==> src/rtl/toeplitz_seq_ctrl.sv <==
// Job-level sequencer for the Toeplitz hash datapath: seed load, then one
// shift/accumulate handshake pair per row, with abort and per-wait timeout.
module toeplitz_seq_ctrl #(
    parameter int unsigned N_ROWS  = 4096,
    parameter int unsigned ROW_W   = 12,
    parameter int unsigned TIMEOUT = 1024,
    parameter int unsigned TO_W    = 10
) (
    input  logic             clk_in,
    input  logic             rst,
    input  logic             start,
    input  logic             abort,
    input  logic             seed_ready,
    input  logic             shift_ack,
    input  logic             sum_ack,
    output logic             load_req,
    output logic             shift_en,
    output logic             sum_en,
    output logic [ROW_W-1:0] row_idx,
    output logic             busy,
    output logic             done,
    output logic             err_timeout
);

    typedef enum logic [2:0] {
        S_IDLE,
        S_LOAD,
        S_SHIFT,
        S_SUM,
        S_NEXT,
        S_DONE
    } state_t;

    localparam logic [ROW_W-1:0] LAST_ROW = ROW_W'(N_ROWS - 1);
    localparam logic [TO_W-1:0]  TO_LAST  = TO_W'(TIMEOUT - 1);

    state_t            state, state_nx;
    logic [TO_W-1:0]   tcnt, tcnt_nx;
    logic [ROW_W-1:0]  row_nx;
    logic              load_nx, shift_nx, sum_nx, busy_nx, done_nx, err_nx;
    logic              timed_out;

    assign timed_out = (tcnt == TO_LAST);

    always_ff @(posedge clk_in or negedge rst) begin
        if (!rst) begin
            state       <= S_IDLE;
            tcnt        <= '0;
            row_idx     <= '0;
            load_req    <= 1'b0;
            shift_en    <= 1'b0;
            sum_en      <= 1'b0;
            busy        <= 1'b0;
            done        <= 1'b0;
            err_timeout <= 1'b0;
        end else begin
            state       <= state_nx;
            tcnt        <= tcnt_nx;
            row_idx     <= row_nx;
            load_req    <= load_nx;
            shift_en    <= shift_nx;
            sum_en      <= sum_nx;
            busy        <= busy_nx;
            done        <= done_nx;
            err_timeout <= err_nx;
        end
    end

    // Outputs are the registered image of the next state, so every strobe
    // appears the cycle after the input that caused it was sampled.
    always_comb begin
        state_nx = state;
        tcnt_nx  = tcnt;
        row_nx   = row_idx;
        load_nx  = 1'b0;
        shift_nx = 1'b0;
        sum_nx   = 1'b0;
        busy_nx  = busy;
        done_nx  = 1'b0;
        err_nx   = 1'b0;

        if (state != S_IDLE && abort) begin
            state_nx = S_IDLE;
            busy_nx  = 1'b0;
        end else begin
            case (state)
                S_IDLE: begin
                    busy_nx = 1'b0;
                    if (start) begin
                        state_nx = S_LOAD;
                        load_nx  = 1'b1;
                        busy_nx  = 1'b1;
                        row_nx   = '0;
                        tcnt_nx  = '0;
                    end
                end
                S_LOAD: begin
                    if (timed_out) begin
                        state_nx = S_IDLE;
                        busy_nx  = 1'b0;
                        err_nx   = 1'b1;
                    end else if (seed_ready) begin
                        state_nx = S_SHIFT;
                        shift_nx = 1'b1;
                        tcnt_nx  = '0;
                    end else begin
                        load_nx  = 1'b1;
                        tcnt_nx  = tcnt + TO_W'(1);
                    end
                end
                S_SHIFT: begin
                    if (timed_out) begin
                        state_nx = S_IDLE;
                        busy_nx  = 1'b0;
                        err_nx   = 1'b1;
                    end else if (shift_ack) begin
                        state_nx = S_SUM;
                        sum_nx   = 1'b1;
                        tcnt_nx  = '0;
                    end else begin
                        shift_nx = 1'b1;
                        tcnt_nx  = tcnt + TO_W'(1);
                    end
                end
                S_SUM: begin
                    if (timed_out) begin
                        state_nx = S_IDLE;
                        busy_nx  = 1'b0;
                        err_nx   = 1'b1;
                    end else if (sum_ack) begin
                        state_nx = S_NEXT;
                    end else begin
                        tcnt_nx  = tcnt + TO_W'(1);
                    end
                end
                S_NEXT: begin
                    if (row_idx == LAST_ROW) begin
                        state_nx = S_DONE;
                        done_nx  = 1'b1;
                        busy_nx  = 1'b0;
                    end else begin
                        state_nx = S_SHIFT;
                        row_nx   = row_idx + ROW_W'(1);
                        shift_nx = 1'b1;
                        tcnt_nx  = '0;
                    end
                end
                S_DONE: begin
                    state_nx = S_IDLE;
                end
                default: begin
                    state_nx = S_IDLE;
                    busy_nx  = 1'b0;
                end
            endcase
        end
    end

endmodule

==> config.mk <==
export PLATFORM = sky130hd
export DESIGN_NAME = toeplitz_seq_ctrl
export DESIGN_NICKNAME = d
export VERILOG_FILES = /design/src/rtl/toeplitz_seq_ctrl.sv
export SDC_FILE = /design/constraint.sdc
export NUM_CORES = 1
export LEC_CHECK = 0
export ABC_AREA = 1
export BUFFER_PORTS_ARGS = -buffer_cell sky130_fd_sc_hd__buf_2
export CAP_MARGIN = 20
export CORE_ASPECT_RATIO = 0.5
export CORE_MARGIN = 2
export CORE_UTILIZATION = 45
export CTS_BUF_LIST = sky130_fd_sc_hd__clkbuf_4
export DETAILED_ROUTE_END_ITERATION = 10
export SLEW_MARGIN = 0
export SYNTH_ARGS = -nofsm -noshare
export SYNTH_HDL_FRONTEND = slang
export SYNTH_SLANG_ARGS = --single-unit
==> constraint.sdc <==
create_clock -name clk_in -period 1.7 [get_ports clk_in]
set_input_delay 0.085 -clock clk_in [delete_from_list [all_inputs] [get_ports clk_in]]
set_output_delay 0.085 -clock clk_in [all_outputs]
set_load 0.01 [all_outputs]
==> results of run 1 <==
==> cell families after synthesis <==
| group | Yosys count | synth area share (%) |
|---|---|---|
| simple gates | 175 | 42.5 |
| xor+xnor | 10 | 4.16 |
| buf+inv | 31 | 6.48 |
| flops | 31 | 36.8 |
| fa+ha+maj | 2 | 1.19 |
| compound gates | 26 | 8.79 |
==> registers in the layout, indices dropped and copies added (netlist names) <==
name and flops:
tcnt 10, done 1, load_req 1, busy 1
sum_en 1, err_timeout 1, state 3, row_idx 12
shift_en 1
==> cell usage after synthesis, types with 2 or more instances <==
cell	n
sky130_fd_sc_hd__inv_2	4
sky130_fd_sc_hd__xnor2_1	5
sky130_fd_sc_hd__nor2_2	6
sky130_fd_sc_hd__dfrtp_1	31
sky130_fd_sc_hd__xor2_1	5
sky130_fd_sc_hd__inv_1	21
sky130_fd_sc_hd__nor2_1	20
sky130_fd_sc_hd__clkinv_1	2
sky130_fd_sc_hd__o211ai_1	3
sky130_fd_sc_hd__nor2_4	4
sky130_fd_sc_hd__o21ai_0	2
sky130_fd_sc_hd__o21ai_2	4
sky130_fd_sc_hd__nand2_1	77
sky130_fd_sc_hd__or2_2	2
sky130_fd_sc_hd__o31ai_1	4
sky130_fd_sc_hd__nand2_4	3
sky130_fd_sc_hd__nand3_1	28
sky130_fd_sc_hd__ha_1	2
sky130_fd_sc_hd__nand4_1	8
sky130_fd_sc_hd__inv_4	2
sky130_fd_sc_hd__nand2_2	12
sky130_fd_sc_hd__nor3_1	6
sky130_fd_sc_hd__o21ai_1	7
==> critical path, cell delays in order (launching register included) <==
cell and delay [ps]:
sky130_fd_sc_hd__dfrtp_1 400, sky130_fd_sc_hd__ha_2 210, sky130_fd_sc_hd__nand3_2 110, sky130_fd_sc_hd__nor2_2 140
sky130_fd_sc_hd__nand4_1 150, sky130_fd_sc_hd__nand2_1 110, sky130_fd_sc_hd__nand2_2 80, sky130_fd_sc_hd__nand2_4 90
sky130_fd_sc_hd__inv_2 80, sky130_fd_sc_hd__o21ai_1 100, sky130_fd_sc_hd__nand2_1 60
==> power by group through the flow <==
| stage | Sequential [mW] | Clock (mW) | Combinational, mW |
|---|---|---|---|
| floorplan | 0.998 | 0 | 1.06 |
| global placement | 0.942 | 0 | 1.59 |
| detailed placement | 0.943 | 0 | 1.60 |
| CTS | 0.929 | 0.437 | 1.61 |
| global route | 0.936 | 0.466 | 1.85 |
| finish | 0.928 | 0.419 | 1.68 |
==> worst paths after layout <==
| path | depth (start not counted) | end | slack [ps] | start |
|---|---|---|---|---|
| max | 10 | tcnt[4] | 50 | tcnt[1] |
| min | 4 | shift_en | 70 | shift_ack |
| max reg2reg | 10 | tcnt[4] | 50 | tcnt[1] |
| min reg2reg | 2 | busy | 530 | busy |
| max in group asynchronous | 2 | state[0] | 870 | rst |
| min in group asynchronous | 2 | state[1] | 330 | rst |
==> metrics by stage <==
step	TNS (ps)	utilization [%]	worst slack [ps]
2_1_floorplan	0	-	91.4
3_3_place_gp	-9.05	53.8	-9.05
3_5_place_dp	-42.7	53.8	-23.5
4_1_cts	0	55.4	9.10
5_1_grt	-137	56.9	-72.8
6_report	0	56.9	54.5
==> final cells by class <==
class	instances	area, sq um
clock buffers	6	45.0
multi-input cells	213	1250
repair buffers	42	273
well taps	57	71.3
flip-flops and latches	31	777
fillers	402	1920
inverters	29	118
==> routing by layer <==
layer	wire, microns	vias to the layer above	global-route usage, %
met5	0	-	0
met4	69	0	8.45
met3	284	8	5.33
met2	2300	51	33.6
met1	2330	923	26.0
li1	-	1002	-
==> what timing repair did <==
action | in CTS | in global routing
pin swaps | 1 | 2
setup endpoints to repair | 2 | 17
buffers inserted | 0 | 2
hold endpoints to repair | 33 | 0
resized for setup | 2 | 13
hold buffers | 2 | 0
==> results.md, run 1 <==
* Number of failing hold endpoints at the final stage at 0
* Syn_area_per_cell at between 7 and 8 sq um
* Max Buffers Root-to-Sink at 2
* Data arrival time of the critical path at approximately 1900 ps
* Initial Util at ~47%
* Result of the run: finished, final reports clean
* TritonCTS clock tree: done
* H-Tree Depth at 2
* Number of setup violations in the final report at 0
* Count of cell types in the netlist at 40
* Total of buffers placed on input and output ports at 24
* Internal portion of total power at around 1.6 mW
* Detailed-router iteration count before antenna repair at 4
* Half-perimeter wire length after placement at around 3700 microns
* Number of flip-flops and latches in the synthesized netlist at 31
* Total power density per cell area at around 1200 nW/um^2
* Remaining DRCs at 0
* Total Routed Length at between 4000 and 5000 microns
* Max-cap viol count at 0
* Global-route wire length before repair at between 8000 and 9000 microns
* Number of placed instances with taps included at about 370
* Share of the synthesized area in the top cell type at around 37%
* Number of DRC markers after the initial detailed-route iteration at approximately 110
* Die Wd at between 100 and 150 microns
* Post-layout instance area at roughly 2500 sq um
* Placed cell area at ~2400 sq um
* Clk network pwr share at between 10% and 20%
* Cell at the root of the clock tree: sky130_fd_sc_hd__clkbuf_4
* Inserted Clock Buffers at 5
* Post-Syn Area at between 2000 and 2500 sq um
* Detailed-route via count at about 2.0k
* Peak VDD IR at about 0.45 mV
* Die extent in y at 52.4 microns
* Standard-cell rows at 17
* Sequential area share after synthesis at a little under two fifths
* Max-slew violations at 0
* Remaining Overflow, GRT at 0
* Hold Crit Class: input port to flop
* Share of post-route cells with drive strength above 1 at a little under a third
* WS Path Type: flop to flop
* Top flip-flop cell by instance count after synthesis: sky130_fd_sc_hd__dfrtp_1
* Post-Syn Instances at 275
* Main area contributors after synthesis: sky130_fd_sc_hd__dfrtp_1 (37%), sky130_fd_sc_hd__nand2_1 (14%), sky130_fd_sc_hd__nand3_1 (6.7%)
* Worst-case clock skew at 15.2 ps
* Max-slew headroom at the worst pin at 51.8%
* Maximum number of pins on one net before global-route repair at 32
* Min Hold Slack at between 60 and 70 ps
* Placeable core region at about 4400 sq um
* Placer's final routability congestion estimate at between 0.8 and 0.9
* Number of I/O pins at 25
* Clock-pin slew on the worst setup and hold paths at 100 ps
* Sequential share of power at 30.7%
* Diodes inserted at 0
* Startpoint types: flop
* Area of the die at 5280 sq um
* Switching share of power at 45.7%
* Leak pwr at between 1 and 1.5 nW
* Detail-routed via count per cell at around 5.2
* Crit share post-route at between 90 and 100%
* Number of sinks handled by clock tree synthesis at 31
* CP Max Fanout at 8
* Number of global-route vias before repair at 1845
* Data required time at the worst endpoint at 1940 ps
* FFs w/ async S/R, synth at 100%
* Total nets after synthesis at 284
* Setup repair after global routing missed its margin: true
* Remaining number of nets flagged by the antenna check after routing at 0
* Total power at slightly above 3 mW
* Area added between synthesis and finish at 20.1%
* Overall global routing resource usage at 20.5%
* Fraction of power consumed by combinational cells at between 50% and 60%
* Kind of capture point of the worst setup path: flop
* Most common cell after layout, fill and taps aside: sky130_fd_sc_hd__nand2_1
* Leading area contributor after synthesis: sky130_fd_sc_hd__dfrtp_1
* Count of flip-flops with a built-in enable after synthesis at 0
* Least-Margin Pin Slew at around 720 ps
* Number of warnings issued by yosys at 0
* Most frequent cells in the layout: sky130_fd_sc_hd__nand2_1 (75), sky130_fd_sc_hd__dfrtp_1 (30), sky130_fd_sc_hd__nand3_1 (27), sky130_fd_sc_hd__buf_2 (24), sky130_fd_sc_hd__inv_1 (21)
* Average wire per standard cell at 13.2 microns
* Antenna violations before repair at 0
* Number of standard cells in the layout, taps in and fillers out at ~380
* Post-layout min period at approximately 1600 ps
* Max Clk Rate at about 600 MHz
* Skew-Pair Late Insertion Delay at 350 ps
* # nets final at about 330
* P_sw at about 1.4 mW
No activity file was read; power rests on OpenSTA's default activity.
==> run 2, diff against run 1 <==
--- a/config.mk
+++ b/config.mk
@@ -8,7 +8,6 @@
 export ABC_AREA = 1
 export BUFFER_PORTS_ARGS = -buffer_cell sky130_fd_sc_hd__buf_2
 export CAP_MARGIN = 20
-export CORE_ASPECT_RATIO = 0.5
 export CORE_MARGIN = 2
 export CORE_UTILIZATION = 45
 export CTS_BUF_LIST = sky130_fd_sc_hd__clkbuf_4
==> run 2 against run 1 <==
- non-clock buffer count is 5 higher
- maximum frequency is 1.0% higher
- via count is 1.6% lower
- core utilization is 0.41 points higher
- design area is 0.69% higher
- flip-flop and latch count stayed put
- clock skew is 2.7 ps lower
- total power is 0.25% higher
- sequential power is 1% lower
- largest cell class unchanged
==> results.md, run 2 (same netlist as run 1, synthesis figures left out) <==
* Total of buffers placed on input and output ports at 24
* Detailed-router iteration count before antenna repair at 5
* Inserted Clock Buffers at 5
* Number of I/O pins at 25
* Max-slew violations at 0
* Least-Margin Pin Slew at approximately 700 ps
* Footprint of the flip-flops and latches at 776 sq um
* Detailed-route via count at slightly below 2k
* Skew-Pair Late Insertion Delay at between 300 and 400 ps
* WS Path Type: flop to flop
* Placer's final routability congestion estimate at 0.872
* Register name with the most flops: row_idx
* Result of the run: finished, final reports clean
* Crit share post-route at between 90% and 100%
* Area added between synthesis and finish at 21.0%
* Half-perimeter wire length after placement at between 3000 and 4000 microns
* Average wire per standard cell at approximately 13 microns
* Peak VDD IR at a little over 0.7 mV
* WL met2 at approximately 2400 microns
* Area of the die at between 5000 and 6000 sq um
* # nets final at between 300 and 400
* Largest regs: row_idx: 12 flops, tcnt: 10 flops, state: 3 flops
* Standard-cell rows at 24
* Max-slew headroom at the worst pin at approximately 54%
* Die Wd at around 72 microns
* Highest routing layer actually used: met4
* Maximum number of pins on one net before global-route repair at 32
* Die extent in y at about 72 microns
* Number of sinks handled by clock tree synthesis at 31
* Metal3 WL at between 150 and 200 microns
* Share of post-route cells with drive strength above 1 at between 30% and 40%
* Kind of capture point of the worst setup path: flop
* Data required time at the worst endpoint at ~1900 ps
* Max Clk Rate at 614 MHz
* Number of global-route vias before repair at around 1.9k
* Hold Crit Class: input port to flop
* Final core area utilization at a little under three fifths
* Flip-flop count of the largest register after layout at 12
* Remaining Overflow, GRT at 0
* Total power density per cell area at between 1000 and 1500 nW/um^2
* Overall global routing resource usage at 21.3%
* Setup repair after global routing missed its margin: true
* Min Hold Slack at 59.6 ps
* Most frequent cells in the layout: sky130_fd_sc_hd__nand2_1 (75), sky130_fd_sc_hd__dfrtp_1 (31), sky130_fd_sc_hd__nand3_1 (28), sky130_fd_sc_hd__buf_2 (24), sky130_fd_sc_hd__inv_1 (21)
* Most common cell after layout, fill and taps aside: sky130_fd_sc_hd__nand2_1
* TritonCTS clock tree: done
* Number of setup violations in the final report at 0
* Footprint of the multi-input gates at around 1200 sq um
* Placeable core region at around 4400 sq um
* Remaining number of nets flagged by the antenna check after routing at 0
* Worst-case clock skew at ~12 ps
* Diodes inserted at 0
* Clock-pin slew on the worst setup and hold paths at around 100 ps
* Total Routed Length at approximately 5000 microns
* Data arrival time of the critical path at 1850 ps
* Post-layout min period at between 1500 and 2000 ps
* CP Max Fanout at 8
* Initial Util at around 47%
* Max Buffers Root-to-Sink at 2
* Fillers at roughly 430
* H-Tree Depth at 2
* Cell at the root of the clock tree: sky130_fd_sc_hd__clkbuf_4
* Remaining DRCs at 0
* Global-route wire length before repair at just under 9000 microns
* Max-cap viol count at 0
* M1 WL at approximately 2400 microns
* Detail-routed via count per cell at a little over 5
* Antenna violations before repair at 0
* Number of DRC markers after the initial detailed-route iteration at 98
* Startpoint types: flop
* Number of failing hold endpoints at the final stage at 0
* Leak pwr at ~1.3 nW
[run 2: cell count changes in the layout (fill, tap and decap cells not counted), sizes merged]
cell / before / now
clkinvlp: 1 / 0
buf: 40 / 45
clkinv: 1 / 3
clkbuf: 6 / 7
[run 2: worst paths after layout]
| check | slack [ps] | depth (start not counted) | endpoint | start |
|---|---|---|---|---|
| setup / recovery | 70 | 11 | tcnt[4] | state[1] |
| hold / removal | 60 | 3 | busy | start |
| setup reg to reg | 70 | 11 | tcnt[4] | state[1] |
| hold reg to reg | 520 | 2 | busy | busy |
| max in group asynchronous | 930 | 2 | shift_en | rst |
| min in group asynchronous | 320 | 2 | row_idx[2] | rst |
[run 2: stage by stage]
step,std cells,area [sq um],power [mW],setup TNS [ps],setup slack [ps]
finish,380,2550,3.03,0,70.9
CTS,376,2490,3.02,0,10.4
global placement,366,2410,2.56,0,27.5
global route,380,2550,3.29,-78.5,-44.6
detailed placement,366,2410,2.56,0,16.7
floorplan,275,2110,2.06,0,91.4
[run 2: metal layers]
metal | up-vias | global-route usage (%)
met5 | - | 0
met4 | 0 | 7.20
met3 | 10 | 4.31
met2 | 38 | 35.0
met1 | 888 | 28.2
li1 | 1016 | -
[run 2: cell type report]
cell class | count | area share, %
clock buffers | 7 | 2.06
clock inverters | 1 | 0.196
inverters | 29 | 4.47
multi-input cells | 213 | 48.1
flip-flops and latches | 31 | 30.5
well taps | 52 | 2.55
repair buffers | 47 | 12.2
[run 2: worst max-delay path, cell delays in order (launching register included)]
cell and delay (ps):
sky130_fd_sc_hd__dfrtp_1 410, sky130_fd_sc_hd__buf_4 170, sky130_fd_sc_hd__inv_1 90, sky130_fd_sc_hd__nand2_4 80
sky130_fd_sc_hd__nor2_4 150, sky130_fd_sc_hd__nand4_4 150, sky130_fd_sc_hd__nand2_2 120, sky130_fd_sc_hd__nor2_4 50
sky130_fd_sc_hd__nand2_4 70, sky130_fd_sc_hd__inv_2 70, sky130_fd_sc_hd__o21ai_1 90, sky130_fd_sc_hd__nand2_1 70
[run 2: timing repair]
| action | 4_1_cts | 5_1_grt |
|---|---|---|
| gates resized for setup | 0 | 8 |
| pin swaps | 1 | 2 |
| endpoints found under the hold margin | 33 | 0 |
| buffers inserted | 0 | 4 |
| setup endpoints to repair | 1 | 16 |
| hold buffers | 2 | 0 |
[run 2: power breakdown]
part	total, mW	internal [mW]	switching, mW	leakage [nW]
logic	1.67	0.635	1.03	0.813
clock network	0.449	0.193	0.256	0.0361
registers	0.916	0.849	0.0677	0.423
total	3.03	1.68	1.36	1.27
